## config.mk

```make
export PLATFORM = sky130hd
export DESIGN_NAME = mem_ctrl_arb
export DESIGN_NICKNAME = d
export VERILOG_FILES = /design/src/rtl/mem_ctrl_arb.sv
export SDC_FILE = /design/constraint.sdc
export NUM_CORES = 1
export LEC_CHECK = 0
export BUFFER_PORTS_ARGS = -buffer_cell sky130_fd_sc_hd__buf_4
export CORE_ASPECT_RATIO = 1.4
export CORE_UTILIZATION = 45
export CTS_CLUSTER_SIZE = 24
export DETAILED_ROUTE_END_ITERATION = 10
export GPL_ROUTABILITY_DRIVEN = 0
export PLACE_DENSITY = 0.69
export SLEW_MARGIN = 20
export SYNTH_ARGS = -nofsm -noshare
export SYNTH_HDL_FRONTEND = slang
export SYNTH_SLANG_ARGS = --single-unit
```

## constraint.sdc

```tcl
create_clock -name clk -period 4.8 [get_ports clk]
set_input_delay 0.72 -clock clk [delete_from_list [all_inputs] [get_ports clk]]
set_output_delay 0.72 -clock clk [all_outputs]
set_load 0.05 [all_outputs]
```

## src/rtl/mem_ctrl_arb.sv

```systemverilog
// Byte-serial RAM/IO bus controller: arbitrates icache line fetches against LSB loads/stores.
// Define MEM_LOAD_SIGN_EXT_EN to add the ls_signed input (sign-extended loads).
module mem_ctrl_arb #(
  parameter int                ADDR_W     = 32,
  parameter int                LINE_BYTES = 16,
  parameter logic [ADDR_W-1:0] IO_MASK    = ADDR_W'(32'h00030000)
) (
  input  logic                    clk,
  input  logic                    rst,
  input  logic                    rdy,
  input  logic                    rollback,
  input  logic [7:0]              mem_in,
  output logic [7:0]              mem_out,
  output logic [ADDR_W-1:0]       mem_addr,
  output logic                    mem_wr,
  input  logic                    io_buffer_full,
  input  logic                    if_req,
  input  logic [ADDR_W-1:0]       if_addr,
  output logic                    if_done,
  output logic [LINE_BYTES*8-1:0] if_data,
  input  logic                    ls_req,
  input  logic                    ls_wr,
  input  logic [ADDR_W-1:0]       ls_addr,
  input  logic [2:0]              ls_len,
  input  logic [31:0]             ls_wdata,
`ifdef MEM_LOAD_SIGN_EXT_EN
  input  logic                    ls_signed,
`endif
  output logic                    ls_done,
  output logic [31:0]             ls_rdata
);
  localparam int BUF_B = (LINE_BYTES > 4) ? LINE_BYTES : 4;
  localparam int CNT_W = 7;

  typedef enum logic [1:0] {IDLE, READ, STORE} state_t;

  state_t                  state, state_nxt;
  logic [CNT_W-1:0]        cnt, cnt_nxt, n_q, n_nxt;
  logic [ADDR_W-1:0]       base, base_nxt, mem_addr_nxt, cur_addr;
  logic                    fetch_q, fetch_nxt, gap, gap_nxt, cur_io;
  logic [31:0]             wdata, wdata_nxt, rdata_nxt;
  logic [BUF_B*8-1:0]      line_q, line_nxt, line_cap;
  logic [LINE_BYTES*8-1:0] if_data_nxt;
  logic [7:0]              mem_out_nxt;
  logic                    mem_wr_nxt, if_done_nxt, ls_done_nxt;
  logic                    can_acc, acc_ls, acc_if;

  // Mandatory one-cycle gap after any done pulse; rollback also blocks acceptance.
  assign can_acc  = (state == IDLE) && !if_done && !ls_done && !rollback;
  assign acc_ls   = can_acc && ls_req;
  assign acc_if   = can_acc && !ls_req && if_req;
  assign cur_addr = base + ADDR_W'(cnt);
  assign cur_io   = (cur_addr & IO_MASK) == IO_MASK;

`ifdef MEM_LOAD_SIGN_EXT_EN
  logic sgn_q;
  always_ff @(posedge clk)
    if (rst)                sgn_q <= 1'b0;
    else if (rdy && acc_ls) sgn_q <= ls_signed;
`else
  logic sgn_q;
  assign sgn_q = 1'b0;
`endif

  function automatic logic [31:0] extend(input logic [31:0] d, input logic [CNT_W-1:0] n,
                                         input logic s);
    logic [31:0] r;
    if (n == CNT_W'(1))      r = {{24{s & d[7]}}, d[7:0]};
    else if (n == CNT_W'(2)) r = {{16{s & d[15]}}, d[15:0]};
    else if (n == CNT_W'(3)) r = {{8{s & d[23]}}, d[23:0]};
    else                     r = d;
    return r;
  endfunction

  always_comb begin
    line_cap = line_q;
    line_cap[8*cnt +: 8] = mem_in;
  end

  always_comb begin
    state_nxt    = state;
    cnt_nxt      = cnt;
    n_nxt        = n_q;
    base_nxt     = base;
    fetch_nxt    = fetch_q;
    gap_nxt      = gap;
    wdata_nxt    = wdata;
    line_nxt     = line_q;
    mem_addr_nxt = mem_addr;
    mem_out_nxt  = mem_out;
    mem_wr_nxt   = mem_wr;
    if_done_nxt  = 1'b0;
    ls_done_nxt  = 1'b0;
    if_data_nxt  = if_data;
    rdata_nxt    = ls_rdata;
    case (state)
      IDLE: begin
        mem_wr_nxt = 1'b0;
        if (acc_ls) begin
          base_nxt  = ls_addr;
          n_nxt     = (ls_len == 3'd0) ? CNT_W'(1) : CNT_W'(ls_len);
          fetch_nxt = 1'b0;
          wdata_nxt = ls_wdata;
          cnt_nxt   = '0;
          gap_nxt   = 1'b0;
          if (ls_wr) state_nxt = STORE;
          else begin
            state_nxt    = READ;
            mem_addr_nxt = ls_addr;
          end
        end else if (acc_if) begin
          base_nxt     = if_addr;
          n_nxt        = CNT_W'(LINE_BYTES);
          fetch_nxt    = 1'b1;
          cnt_nxt      = '0;
          state_nxt    = READ;
          mem_addr_nxt = if_addr;
        end
      end
      READ: begin
        if (rollback) begin
          state_nxt    = IDLE;
          mem_addr_nxt = '0;
          cnt_nxt      = '0;
        end else begin
          line_nxt = line_cap;
          cnt_nxt  = cnt + CNT_W'(1);
          if (cnt_nxt == n_q) begin
            state_nxt    = IDLE;
            mem_addr_nxt = '0;
            if (fetch_q) begin
              if_done_nxt = 1'b1;
              if_data_nxt = line_cap[LINE_BYTES*8-1:0];
            end else begin
              ls_done_nxt = 1'b1;
              rdata_nxt   = extend(line_cap[31:0], n_q, sgn_q);
            end
          end else begin
            mem_addr_nxt = cur_addr + ADDR_W'(1);
          end
        end
      end
      STORE: begin
        if (cnt == n_q) begin
          state_nxt    = IDLE;
          mem_wr_nxt   = 1'b0;
          mem_addr_nxt = '0;
          ls_done_nxt  = 1'b1;
        end else if (gap || (cur_io && io_buffer_full)) begin
          // UART full flag lags a cycle, so every IO byte is followed by a dead bus cycle.
          mem_wr_nxt   = 1'b0;
          mem_addr_nxt = cur_addr;
          gap_nxt      = 1'b0;
        end else begin
          mem_wr_nxt   = 1'b1;
          mem_addr_nxt = cur_addr;
          mem_out_nxt  = wdata[8*cnt[1:0] +: 8];
          cnt_nxt      = cnt + CNT_W'(1);
          gap_nxt      = cur_io;
        end
      end
      default: state_nxt = IDLE;
    endcase
  end

  always_ff @(posedge clk) begin
    if (rst) begin
      state    <= IDLE;
      cnt      <= '0;
      n_q      <= '0;
      base     <= '0;
      fetch_q  <= 1'b0;
      gap      <= 1'b0;
      wdata    <= '0;
      line_q   <= '0;
      mem_addr <= '0;
      mem_out  <= '0;
      mem_wr   <= 1'b0;
      if_done  <= 1'b0;
      ls_done  <= 1'b0;
      if_data  <= '0;
      ls_rdata <= '0;
    end else if (rdy) begin
      state    <= state_nxt;
      cnt      <= cnt_nxt;
      n_q      <= n_nxt;
      base     <= base_nxt;
      fetch_q  <= fetch_nxt;
      gap      <= gap_nxt;
      wdata    <= wdata_nxt;
      line_q   <= line_nxt;
      mem_addr <= mem_addr_nxt;
      mem_out  <= mem_out_nxt;
      mem_wr   <= mem_wr_nxt;
      if_done  <= if_done_nxt;
      ls_done  <= ls_done_nxt;
      if_data  <= if_data_nxt;
      ls_rdata <= rdata_nxt;
    end
  end
endmodule

```

==> flow_summary.rst, run 1 <==
.. list-table::
   :header-rows: 1

   * - Metric
     - Value
   * - Leading area contributor after synthesis
     - dfxtp_1
   * - Worst-path maximum fanout
     - 18
   * - Family with the most delay on the worst path
     - compound AO/OA/AOI/OAI gates
   * - R2r setup slk
     - 0.51 ns
   * - Critical path depth
     - 10
   * - Max Root-Sink Buffers
     - 3
   * - Power per cell area
     - 320 nW/um^2
   * - Placement Rows
     - 88
   * - Fin area
     - 22,700 um^2
   * - Most instantiated flip-flop cell in the synthesis netlist
     - dfxtp_1
   * - Root Buffer Master
     - clkbuf_16
   * - Number of library cell types mapped by synthesis
     - 70
   * - Time the final worst path needs with I/O delays and setup
     - 4.29 ns
   * - Congestion Overflow GR
     - 0
   * - Total via count after detailed routing
     - 17,800
   * - Mapped Nets
     - 2,545
   * - Worst IR drop on VDD
     - 273 uV
   * - Hold/Removal Path Class
     - in2reg
   * - Die Outline Area
     - 42,600 um^2
   * - Switching part of the total power
     - 25.6%
   * - Post-DRT Antenna Nets
     - 0
   * - Synthesized cell area
     - 18,800 um^2
   * - Main combinational cell family by area after synthesis
     - simple AND/OR/NAND/NOR gates
   * - Post-CTS sizing
     - 0
   * - FF+latch area
     - 8190 um^2
   * - Max stage delay cell, worst path
     - a211oi_1
   * - CTS tree
     - yes
   * - Part of the power in registers
     - 48.5%
   * - Combinational fraction of design power
     - 9.8%
   * - Final Hold Vio Count
     - 0
   * - Portion of the post-synthesis area used by sequential elements
     - 43.5%
   * - Ant. Diodes
     - 0
   * - Final setup violation count
     - 0
   * - Origin of the worst setup path
     - cnt[2]$_SDFFE_PP0P_
   * - Tightest hold margin
     - 0.425 ns
   * - Total Routed Length
     - 58.1 mm
   * - Mean Syn Cell Area
     - 7.79 um^2
   * - Postcts setup bufs
     - 0
   * - Placeable core region
     - 41,200 um^2
   * - Number of nets in the layout
     - 2,759
   * - Number of synthesized flops with an enable pin
     - 0
   * - Mean routed wirelength per cell
     - 18.2 um
   * - Clock Power Share
     - 41.7%
   * - Slew of the pin with the lowest slew margin
     - 1.10 ns
   * - Final cell count without fillers
     - 3,193
   * - Via count of the first global-routing pass
     - 16,700
   * - Synth area leaders
     - dfxtp_1 (44%), nor2_1 (10%), a21oi_1 (7.2%)
   * - Number of design rule violations left after detail routing
     - 0
   * - Share of synthesized area spent on multiplexers
     - 4.64%
   * - Cell leakage power
     - 8.25 nW
   * - First-pass GRT wire length
     - 90.6 mm
   * - Yosys warns
     - 0
   * - Number of max-cap violations
     - 0
   * - Area share of xor/xnor cells in the synthesized design
     - 2.69%
   * - Initial DRC count
     - 1,335
   * - Worst-case clock skew
     - 0.0199 ns
   * - Count of buffer and inverter cells on the critical path
     - 0
   * - Switching power summed over all nets
     - 1.86 mW
   * - Worst slew margin relative to its limit
     - 26.3%
   * - Compound-cell area share of the yosys netlist
     - 20.0%
   * - Synth async-reset ratio
     - 0%
   * - Vias per cell
     - 5.59
   * - Post-CTS clock slew at the launch and capture registers of the worst setup and hold paths
     - 0.06 ns
   * - Die outline height
     - 244 um
   * - Area grow syn2layout
     - 20.8%
   * - Hold-fix buffer count after cts
     - 0
   * - Final period util
     - 89.3%
   * - Fraction of final layout cells with drive strength greater than 1
     - 16.8%
   * - Critical register-to-register path startpoint
     - cnt[2]$_SDFFE_PP0P_
   * - # port buffers
     - 317
   * - Data arrival time of the critical path
     - 4.73 ns
   * - Cell-by-cell trace of the critical path
     - ha_1 > a211oi_2 > o21ai_0 > a211oi_1 > nand4bb_1 > or3_1 > nor3_1 > nor3_1 > a31o_2 > o21a_1
   * - Share of synthesized cell area in and, or, nand and nor gates
     - 24.1%
   * - Post-placement cell count
     - 3,126
   * - Kind of end point of the critical path
     - register
   * - Reg-to-reg endpoint
     - mem_addr[31]$_SDFFE_PP0P_
   * - Cell area after placement
     - 21,500 um^2
   * - CTS buffer count
     - 40
   * - Level count of the clock H-tree
     - 2
   * - Die X
     - 175 um
   * - Delay of the slowest cell on the worst path
     - 0.72 ns
   * - Number of detailed-route iterations in the first pass
     - 5
   * - Post-Synthesis Cells
     - 2,414
   * - Register bit count reported by yosys
     - 409
   * - Run status
     - complete, no violations
   * - Critical path start-end classification
     - reg2reg
   * - Highest clock rate
     - 233 MHz
   * - Unrepaired setup endpoints after global routing
     - no
   * - Largest net degree at the start of global routing
     - 215
   * - CTS sink cnt
     - 409
   * - Internal power of the cells
     - 5.42 mW
   * - Adder-Cell Fraction of Synth Area
     - 1.10%
   * - Final HPWL DP
     - 41.4 mm
   * - Total area of multi-input combinational cells
     - 9910 um^2
   * - Antenna violations before repair
     - 1
   * - Worst Reg-to-Reg Cells
     - 10
   * - Data required time of the critical path
     - 5.24 ns
   * - Starting Density
     - 45.7%
   * - # IOs
     - 318
   * - Clock network latency to the later pin of the worst-skew pair
     - 0.56 ns
   * - Core Util, Final
     - 55.2%
   * - Filler cells
     - 3,901
   * - Final slew viol count
     - 0
   * - Startpoint Class
     - register
   * - Total track usage
     - 26.5%
   * - Cell type with the highest occurrence count on the critical path
     - nor3_1
   * - Share of Yosys cell area claimed by the top area cell type
     - 43.5%
   * - End point of the critical path
     - mem_addr[31]$_SDFFE_PP0P_
   * - Total Negative Setup Slacks
     - 0 ns
## sequential cells by signal, indices dropped and copies added, names as in the netlist
register / count
ls_rdata: 32
mem_addr: 32
mem_out: 8
state: 2
n_q: 4
cnt: 7
mem_wr: 1
ls_done: 1
wdata: 32
if_data: 128
gap: 1
if_done: 1
line_q: 128
base: 32
## how the worst min path moves through the flow
| stage | start | endpoint | slack, ns | cells after the start |
|---|---|---|---|---|
| after floorplan | wdata[16]$_SDFFE_PP0P_ | wdata[16]$_SDFFE_PP0P_ | 0.43 | 2 |
| after global placement | wdata[9]$_SDFFE_PP0P_ | wdata[9]$_SDFFE_PP0P_ | 0.44 | 2 |
| after detailed placement | mem_addr[14]$_SDFFE_PP0P_ | mem_addr[14]$_SDFFE_PP0P_ | 0.45 | 2 |
| after CTS | ls_wdata[0] | wdata[0]$_SDFFE_PP0P_ | 0.41 | 3 |
| after global routing | ls_wdata[24] | wdata[24]$_SDFFE_PP0P_ | 0.42 | 3 |
| final | ls_wdata[0] | wdata[0]$_SDFFE_PP0P_ | 0.43 | 3 |
## tightest hold or removal path, delay by kind of cell
family,cells,cell delay [ns]
compound gates,1,0.05
simple gates,1,0.05
buf+inv,1,0.11
## synth_stat cells, types with 18 or more instances
library cell  number
dfxtp_1          409
mux2i_1           67
o21ai_0           45
nand2_1          313
nor2_1           510
a21oi_1          272
nor3_1            54
xor2_1            18
clkbuf_1         168
a211oi_1         181
nand2b_1          31
xnor2_1           38
inv_1             20
nand3_1           49
## layout by cell type, fill, tap and decap left out, types with 9 or more instances in the layout
master	instances
nor2b_1	11
xor2_1	18
and2_1	10
dfxtp_1	409
a211oi_1	181
and3_1	14
nand4_1	11
nor3_1	52
nand2b_1	31
mux2i_1	67
a21oi_1	272
clkbuf_16	42
o21ai_0	45
nand3_1	49
buf_4	342
xnor2_1	38
nor4_1	14
ha_1	15
a311oi_1	9
clkinv_2	9
a31oi_1	9
o211ai_1	16
nand2_1	313
inv_1	20
nor2_1	510
## through the flow
stage	worst slack [ns]	power, mW
final	0.515	7.28
after global routing	0.168	7.52
after CTS	0.656	7.32
after detailed placement	0.688	4.31
after global placement	0.739	4.30
after floorplan	1.11	4.05
## cells by family after synthesis
| family | count (synthesis) |
|---|---|
| fa+ha+maj | 16 |
| xor+xnor | 57 |
| mux | 77 |
| simple gates | 1060 |
| compound gates | 600 |
| flops | 409 |
| buf+inv | 195 |
## area by class of cell
cell class,instances,area share [%]
multi-input combinational,1810,43.6
sequential,409,36.0
timing repair buffer,346,11.6
clock buffer,57,5.18
tap,540,2.97
inverter,21,0.347
clock inverter,10,0.270
## power groups by stage
| stage | clock network, mW | registers (mW) | logic [mW] |
|---|---|---|---|
| after detailed placement | 0 | 3.61 | 0.708 |
| final | 3.04 | 3.53 | 0.711 |
| after floorplan | 0 | 3.67 | 0.384 |
| after global routing | 3.21 | 3.54 | 0.773 |
| after CTS | 3.08 | 3.53 | 0.710 |
| after global placement | 0 | 3.60 | 0.700 |
## layer usage
metal / GRT usage, % / vias to the layer above / wire [um]
li1: - / 8829 / -
met1: 30.3 / 8310 / 22400
met2: 47.8 / 554 / 29900
met3: 4.18 / 148 / 3140
met4: 12.5 / 2 / 2610
met5: 0 / - / 11
(Power assumes the default switching activity.)
==> run 2: changes to the inputs <==
--- a/config.mk
+++ b/config.mk
@@ -6,6 +6,7 @@
 export NUM_CORES = 1
 export LEC_CHECK = 0
 export BUFFER_PORTS_ARGS = -buffer_cell sky130_fd_sc_hd__buf_4
+export CAP_MARGIN = 20
 export CORE_ASPECT_RATIO = 1.4
 export CORE_UTILIZATION = 45
 export CTS_CLUSTER_SIZE = 24
==> constraint.sdc (replaced) <==
create_clock -name clk -period 4 [get_ports clk]
set_input_delay 0.6 -clock clk [delete_from_list [all_inputs] [get_ports clk]]
set_output_delay 0.6 -clock clk [all_outputs]
set_load 0.05 [all_outputs]
==> flow_summary.rst, run 2 (synthesized netlist as in run 1, its figures left out) <==
.. list-table::
   :header-rows: 1

   * - Metric
     - Value
   * - Unrepaired setup endpoints after global routing
     - yes (was no)
   * - Clock network latency to the later pin of the worst-skew pair
     - 0.55 ns (was 0.56 ns)
   * - Worst Reg-to-Reg Cells
     - 12 (was 10)
   * - Mean routed wirelength per cell
     - 18.2 um (about the same)
   * - Final period util
     - 95.2% (was 89.3%)
   * - Power Total
     - 8.98 mW (was 7.28 mW)
   * - Fraction of final layout cells with drive strength greater than 1
     - 18.0% (was 16.8%)
   * - Critical path start-end classification
     - reg2reg (unchanged)
   * - Data arrival time of the critical path
     - 4.26 ns (was 4.73 ns)
   * - Initial DRC count
     - 1,578 (was 1,335)
   * - Core Util, Final
     - 56.2% (was 55.2%)
   * - Die outline height
     - 244 um (unchanged)
   * - Post-Place Setup Slack
     - 0.205 ns (was 0.688 ns)
   * - Power per cell area
     - 388 nW/um^2 (was 320 nW/um^2)
   * - Final Hold Vio Count
     - 0 (unchanged)
   * - Post-DRT Antenna Nets
     - 0 (unchanged)
   * - Die Outline Area
     - 42,600 um^2 (unchanged)
   * - Placeable core region
     - 41,200 um^2 (unchanged)
   * - Number of nets in the layout
     - 2,787 (was 2,759)
   * - Time the final worst path needs with I/O delays and setup
     - 3.81 ns (was 4.29 ns)
   * - Ant. Diodes
     - 0 (unchanged)
   * - Biggest regs
     - if_data (128), line_q (128) (unchanged)
   * - Largest net degree at the start of global routing
     - 228 (was 215)
   * - Number of design rule violations left after detail routing
     - 0 (unchanged)
   * - Area grow syn2layout
     - 23.0% (was 20.8%)
   * - Worst slew margin relative to its limit
     - 25.5% (was 26.3%)
   * - Root Buffer Master
     - clkbuf_16 (unchanged)
   * - Most common cell after layout, fill and taps aside
     - nor2_1 (unchanged)
   * - Worst IR drop on VDD
     - 288 uV (was 273 uV)
   * - Level count of the clock H-tree
     - 2 (unchanged)
   * - Vias per cell
     - 5.58 (was 5.59)
   * - Total via count after detailed routing
     - 18,000 (was 17,800)
   * - Run status
     - complete, no violations (unchanged)
   * - # port buffers
     - 317 (unchanged)
   * - Slew of the pin with the lowest slew margin
     - 1.12 ns (was 1.10 ns)
   * - Placement Rows
     - 88 (unchanged)
   * - Cell leakage power
     - 8.46 nW (was 8.25 nW)
   * - Kind of end point of the critical path
     - register (unchanged)
   * - Worst-path maximum fanout
     - 5 (was 18)
   * - Hold-fix buffer count after cts
     - 0 (unchanged)
   * - Starting Density
     - 45.7% (unchanged)
   * - Total track usage
     - 26.8% (was 26.5%)
   * - Via count of the first global-routing pass
     - 17,100 (was 16,700)
   * - Origin of the worst setup path
     - cnt[0]$_SDFFE_PP0P_ (was cnt[2]$_SDFFE_PP0P_)
   * - Total Routed Length
     - 58.8 mm (was 58.1 mm)
   * - # IOs
     - 318 (unchanged)
   * - Data required time of the critical path
     - 4.45 ns (was 5.24 ns)
   * - End point of the critical path
     - mem_addr[22]$_SDFFE_PP0P_ (was mem_addr[31]$_SDFFE_PP0P_)
   * - First-pass GRT wire length
     - 91.5 mm (was 90.6 mm)
   * - Congestion Overflow GR
     - 0 (unchanged)
   * - Post-CTS clock slew at the launch and capture registers of the worst setup and hold paths
     - 0.07 ns (was 0.06 ns)
   * - Highest clock rate
     - 263 MHz (was 233 MHz)
   * - Startpoint Class
     - register (unchanged)
   * - Number of detailed-route iterations in the first pass
     - 6 (was 5)
   * - Min setup slack post-route
     - 0.191 ns (was 0.515 ns)
   * - Final slew viol count
     - 0 (unchanged)
   * - Number of max-cap violations
     - 0 (unchanged)
   * - Final setup violation count
     - 0 (unchanged)
   * - Hold/Removal Path Class
     - in2reg (unchanged)
   * - Antenna violations before repair
     - 0 (was 1)
   * - Die X
     - 175 um (unchanged)
   * - Max Root-Sink Buffers
     - 3 (unchanged)
   * - Commonest cells after routing, fill and taps aside
     - nor2_1 (509), dfxtp_1 (409), buf_4 (368), nand2_1 (313), a21oi_1 (272) (was nor2_1 (510), dfxtp_1 (409), buf_4 (342), nand2_1 (313), a21oi_1 (272))
   * - Reg-to-reg endpoint
     - mem_addr[22]$_SDFFE_PP0P_ (was mem_addr[31]$_SDFFE_PP0P_)
   * - Final HPWL DP
     - 42.6 mm (was 41.4 mm)
   * - CTS tree
     - yes (unchanged)
   * - Worst-case clock skew
     - 0.0163 ns (was 0.0199 ns)
   * - Critical register-to-register path startpoint
     - cnt[0]$_SDFFE_PP0P_ (was cnt[2]$_SDFFE_PP0P_)
   * - CTS sink cnt
     - 409 (unchanged)
   * - Total Negative Setup Slacks
     - 0 ns (unchanged)
   * - R2r setup slk
     - 0.19 ns (was 0.51 ns)
   * - CTS buffer count
     - 40 (unchanged)
==> run 2: report_power, final <==
part	total [mW]	switching (mW)	leakage (nW)	internal, mW
sequential	4.24	0.0773	3.30	4.16
clock	3.88	1.64	0.660	2.24
combinational	0.862	0.560	4.49	0.302
total	8.98	2.28	8.46	6.70
==> run 2: critical path, stage by stage, from the launching register on <==
cell and delay (ns):
dfxtp_1 0.32, ha_1 0.24, fa_1 0.42, a211oi_2 0.28, o21a_1 0.31, nor3_2 0.09
xnor2_1 0.17, or4_4 0.59, or4_4 0.59, nor3_1 0.24, xnor2_1 0.15, a21oi_1 0.09
o31ai_1 0.22
==> run 2: area by class of cell <==
cell class | count | area, um^2
tap | 540 | 676
timing repair buffer | 374 | 2880
clock inverter | 15 | 160
clock buffer | 58 | 1200
sequential | 409 | 8190
fill | 3812 | 18000
inverter | 21 | 78.8
multi-input combinational | 1810 | 9950
==> run 2: worst min-delay path by stage <==
stage	cells after the start	end	from	slack (ns)
global route	3	wdata[2]$_SDFFE_PP0P_	ls_wdata[2]	0.30
global placement	2	wdata[31]$_SDFFE_PP0P_	wdata[31]$_SDFFE_PP0P_	0.44
CTS	3	wdata[29]$_SDFFE_PP0P_	ls_wdata[29]	0.29
floorplan	2	wdata[16]$_SDFFE_PP0P_	wdata[16]$_SDFFE_PP0P_	0.43
finish	3	wdata[16]$_SDFFE_PP0P_	ls_wdata[16]	0.31
detailed placement	2	wdata[2]$_SDFFE_PP0P_	wdata[2]$_SDFFE_PP0P_	0.45
==> run 2: per-layer routing <==
layer / part of all wire [%] / routed length [um] / global-route usage, %
met1: 38 / 22300 / 29.7
met2: 51 / 29800 / 48.6
met3: 5.3 / 3110 / 3.48
met4: 6.0 / 3530 / 15.7
met5: 0 / 0 / 0
==> run 2: through the flow <==
step           instances  instance area (um^2)  hold slack, ns
4_1_cts             3227                 23100           0.288
6_report            3227                 23100           0.305
3_5_place_dp        3154                 21700           0.447
2_1_floorplan       2414                 18800           0.433
3_3_place_gp        3154                 21700           0.441
5_1_grt             3227                 23100           0.299
==> run 2: what timing repair did <==
| item | in CTS | in global routing |
|---|---|---|
| endpoints found under the hold margin | 0 | 0 |
| buffers inserted | 0 | 0 |
| setup endpoints to repair | 0 | 50 |
| gates resized for setup | 0 | 8 |
==> run 3: changes to the inputs <==
--- a/config.mk
+++ b/config.mk
@@ -12,7 +12,8 @@
 export CTS_CLUSTER_SIZE = 24
 export DETAILED_ROUTE_END_ITERATION = 10
 export GPL_ROUTABILITY_DRIVEN = 0
-export PLACE_DENSITY = 0.69
+export PLACE_DENSITY = 0.76
+export REMOVE_ABC_BUFFERS = 1
 export SLEW_MARGIN = 20
 export SYNTH_ARGS = -nofsm -noshare
 export SYNTH_HDL_FRONTEND = slang
==> flow_summary.rst, run 3 (synthesized netlist as in run 1, its figures left out) <==
.. list-table::
   :header-rows: 1

   * - Metric
     - Value
   * - Run status
     - complete, no violations (unchanged)
   * - Mean routed wirelength per cell
     - 16.9 um (was 18.2 um)
   * - Power Total
     - 8.88 mW (was 8.98 mW)
   * - First-pass GRT wire length
     - 85.5 mm (was 91.5 mm)
   * - Largest net degree at the start of global routing
     - 145 (was 228)
   * - CTS buffer count
     - 40 (unchanged)
   * - Level count of the clock H-tree
     - 2 (unchanged)
   * - Die outline height
     - 244 um (unchanged)
   * - Number of detailed-route iterations in the first pass
     - 8 (was 6)
   * - Final Hold Vio Count
     - 0 (unchanged)
   * - Time the final worst path needs with I/O delays and setup
     - 3.81 ns (about the same)
   * - Max Root-Sink Buffers
     - 3 (unchanged)
   * - Antenna violations before repair
     - 1 (was 0)
   * - Number of design rule violations left after detail routing
     - 0 (unchanged)
   * - Worst IR drop on VDD
     - 318 uV (was 288 uV)
   * - Highest clock rate
     - 262 MHz (was 263 MHz)
   * - Hold-fix buffer count after cts
     - 0 (unchanged)
   * - Cell leakage power
     - 8.41 nW (was 8.46 nW)
   * - Post-DRT Antenna Nets
     - 0 (unchanged)
   * - Worst Reg-to-Reg Cells
     - 12 (unchanged)
   * - Worst-path maximum fanout
     - 5 (unchanged)
   * - Max stage delay cell, worst path
     - or4_4 (unchanged)
   * - Vias per cell
     - 5.57 (was 5.58)
   * - Hold/Removal Path Class
     - in2reg (unchanged)
   * - Total Routed Length
     - 54.3 mm (was 58.8 mm)
   * - Starting Density
     - 45.7% (unchanged)
   * - Cell-by-cell trace of the critical path
     - ha_1 > fa_1 > a211oi_2 > buf_4 > o21ai_0 > nand3_1 > xor2_1 > or4_4 > or3_1 > or3_1 > o311ai_1 > a32o_1 (was ha_1 > fa_1 > a211oi_2 > o21a_1 > nor3_2 > xnor2_1 > or4_4 > or4_4 > nor3_1 > xnor2_1 > a21oi_1 > o31ai_1)
   * - Initial DRC count
     - 1,507 (was 1,578)
   * - Post-CTS clock slew at the launch and capture registers of the worst setup and hold paths
     - 0.06 ns (was 0.07 ns)
   * - Startpoint Class
     - register (unchanged)
   * - # port buffers
     - 317 (unchanged)
   * - Total via count after detailed routing
     - 17,900 (was 18,000)
   * - Final setup violation count
     - 0 (unchanged)
   * - CTS tree
     - yes (unchanged)
   * - Commonest cells after routing, fill and taps aside
     - nor2_1 (508), dfxtp_1 (409), buf_4 (361), nand2_1 (308), a21oi_1 (271) (was nor2_1 (509), dfxtp_1 (409), buf_4 (368), nand2_1 (313), a21oi_1 (272))
   * - Cell type with the highest occurrence count on the critical path
     - or3_1
   * - Beginning of the worst hold path
     - ls_wdata[17] (was ls_wdata[16])
   * - Congestion Overflow GR
     - 0 (unchanged)
   * - Power per cell area
     - 385 nW/um^2 (was 388 nW/um^2)
   * - Data required time of the critical path
     - 4.50 ns (was 4.45 ns)
   * - Data arrival time of the critical path
     - 4.31 ns (was 4.26 ns)
   * - Critical register-to-register path startpoint
     - base[0]$_SDFFE_PP0P_ (was cnt[0]$_SDFFE_PP0P_)
   * - # IOs
     - 318 (unchanged)
   * - Slew of the pin with the lowest slew margin
     - 1.05 ns (was 1.12 ns)
   * - Postcts setup bufs
     - 0 (unchanged)
   * - Total track usage
     - 24.6% (was 26.8%)
   * - Kind of end point of the critical path
     - register (unchanged)
   * - R2r setup slk
     - 0.19 ns (about the same)
   * - Fraction of final layout cells with drive strength greater than 1
     - 17.9% (was 18.0%)
   * - Biggest regs
     - if_data (128), line_q (128) (unchanged)
   * - Placement Rows
     - 88 (unchanged)
   * - Unrepaired setup endpoints after global routing
     - yes (unchanged)
   * - End of the worst hold path
     - wdata[17]$_SDFFE_PP0P_ (was wdata[16]$_SDFFE_PP0P_)
   * - Via count of the first global-routing pass
     - 16,500 (was 17,100)
   * - Number of nets in the layout
     - 2,781 (was 2,787)
   * - Placeable core region
     - 41,200 um^2 (unchanged)
   * - Final HPWL DP
     - 38.1 mm (was 42.6 mm)
   * - Worst slew margin relative to its limit
     - 29.5% (was 25.5%)
   * - Post-placement cell count
     - 3,148 (was 3,154)
   * - Die Outline Area
     - 42,600 um^2 (unchanged)
   * - Critical path start-end classification
     - reg2reg (unchanged)
   * - CTS sink cnt
     - 409 (unchanged)
   * - Filler cells
     - 3,796 (was 3,812)
   * - Worst-case clock skew
     - 0.0182 ns (was 0.0163 ns)
   * - Die X
     - 175 um (unchanged)
   * - Delay of the slowest cell on the worst path
     - 0.47 ns (was 0.59 ns)
   * - Clock network latency to the later pin of the worst-skew pair
     - 0.55 ns (about the same)
   * - Final cell count without fillers
     - 3,216 (was 3,227)
   * - Root Buffer Master
     - clkbuf_16 (unchanged)
   * - Area grow syn2layout
     - 22.6% (was 23.0%)
   * - Post-CTS sizing
     - 0 (unchanged)
   * - Reg-to-reg endpoint
     - mem_addr[23]$_SDFFE_PP0P_ (was mem_addr[22]$_SDFFE_PP0P_)
   * - Final period util
     - 95.4% (was 95.2%)
   * - Most common cell after layout, fill and taps aside
     - nor2_1 (unchanged)
   * - Final slew viol count
     - 0 (unchanged)
   * - Number of cells on the worst hold path
     - 3 (unchanged)
   * - Number of max-cap violations
     - 0 (unchanged)
==> run 3: critical path: cells and delay by family, from the launching register on <==
kind	cells	cell delay, ns
compound gates	4	1.00
xor+xnor	1	0.11
fa+ha+maj	2	0.64
buf+inv	1	0.18
flops	1	0.32
simple gates	4	1.51
==> run 3: per-stage QoR <==
stage          setup WS (ns)  cell area (um^2)  setup TNS [ns]  utilization, %  hold WS [ns]
2_1_floorplan          -3.38             18200         -426.56               -         0.427
3_3_place_gp           0.246             21700               0            52.7         0.440
3_5_place_dp           0.150             21700               0            52.7         0.447
4_1_cts                0.140             23000               0            55.8         0.279
5_1_grt              -0.0272             23100         -0.0395            56.0         0.297
6_report               0.185             23100               0            56.0         0.306
==> run 3: layout make-up <==
class	instances	area [um^2]	share of cell area, %
diodes	1	2.50	0.0108
clock buffers	56	1130	4.90
clock inverters	11	169	0.732
inverters	21	78.8	0.342
multi-input cells	1810	9980	43.3
flip-flops and latches	409	8190	35.5
well taps	540	676	2.93
repair buffers	368	2850	12.3
==> run 3: worst max path at each step <==
| stage | startpoint | end |
|---|---|---|
| 2_1_floorplan | rollback | if_data[56]$_SDFFE_PP0P_ |
| 3_3_place_gp | cnt[0]$_SDFFE_PP0P_ | mem_addr[21]$_SDFFE_PP0P_ |
| 3_5_place_dp | cnt[0]$_SDFFE_PP0P_ | line_q[105]$_SDFFE_PP0P_ |
| 4_1_cts | cnt[0]$_SDFFE_PP0P_ | line_q[110]$_SDFFE_PP0P_ |
| 5_1_grt | cnt[0]$_SDFFE_PP0P_ | line_q[33]$_SDFFE_PP0P_ |
| 6_report | base[0]$_SDFFE_PP0P_ | mem_addr[23]$_SDFFE_PP0P_ |
==> run 3: where the power goes <==
part,leakage (nW),total (mW),switching (mW),internal [mW]
Clock,0.630,3.79,1.62,2.18
Sequential,3.30,4.23,0.0753,4.16
Combinational,4.47,0.856,0.550,0.305
==> run 3: layer usage <==
metal  GRT usage, %  part of all wire [%]  up-vias
met1           29.5                    41     8294
met3           4.15                   6.0      132
li1               -                     -     8871
met2           42.8                    49      627
met4           11.2                   4.2        0
met5              0                     0        -
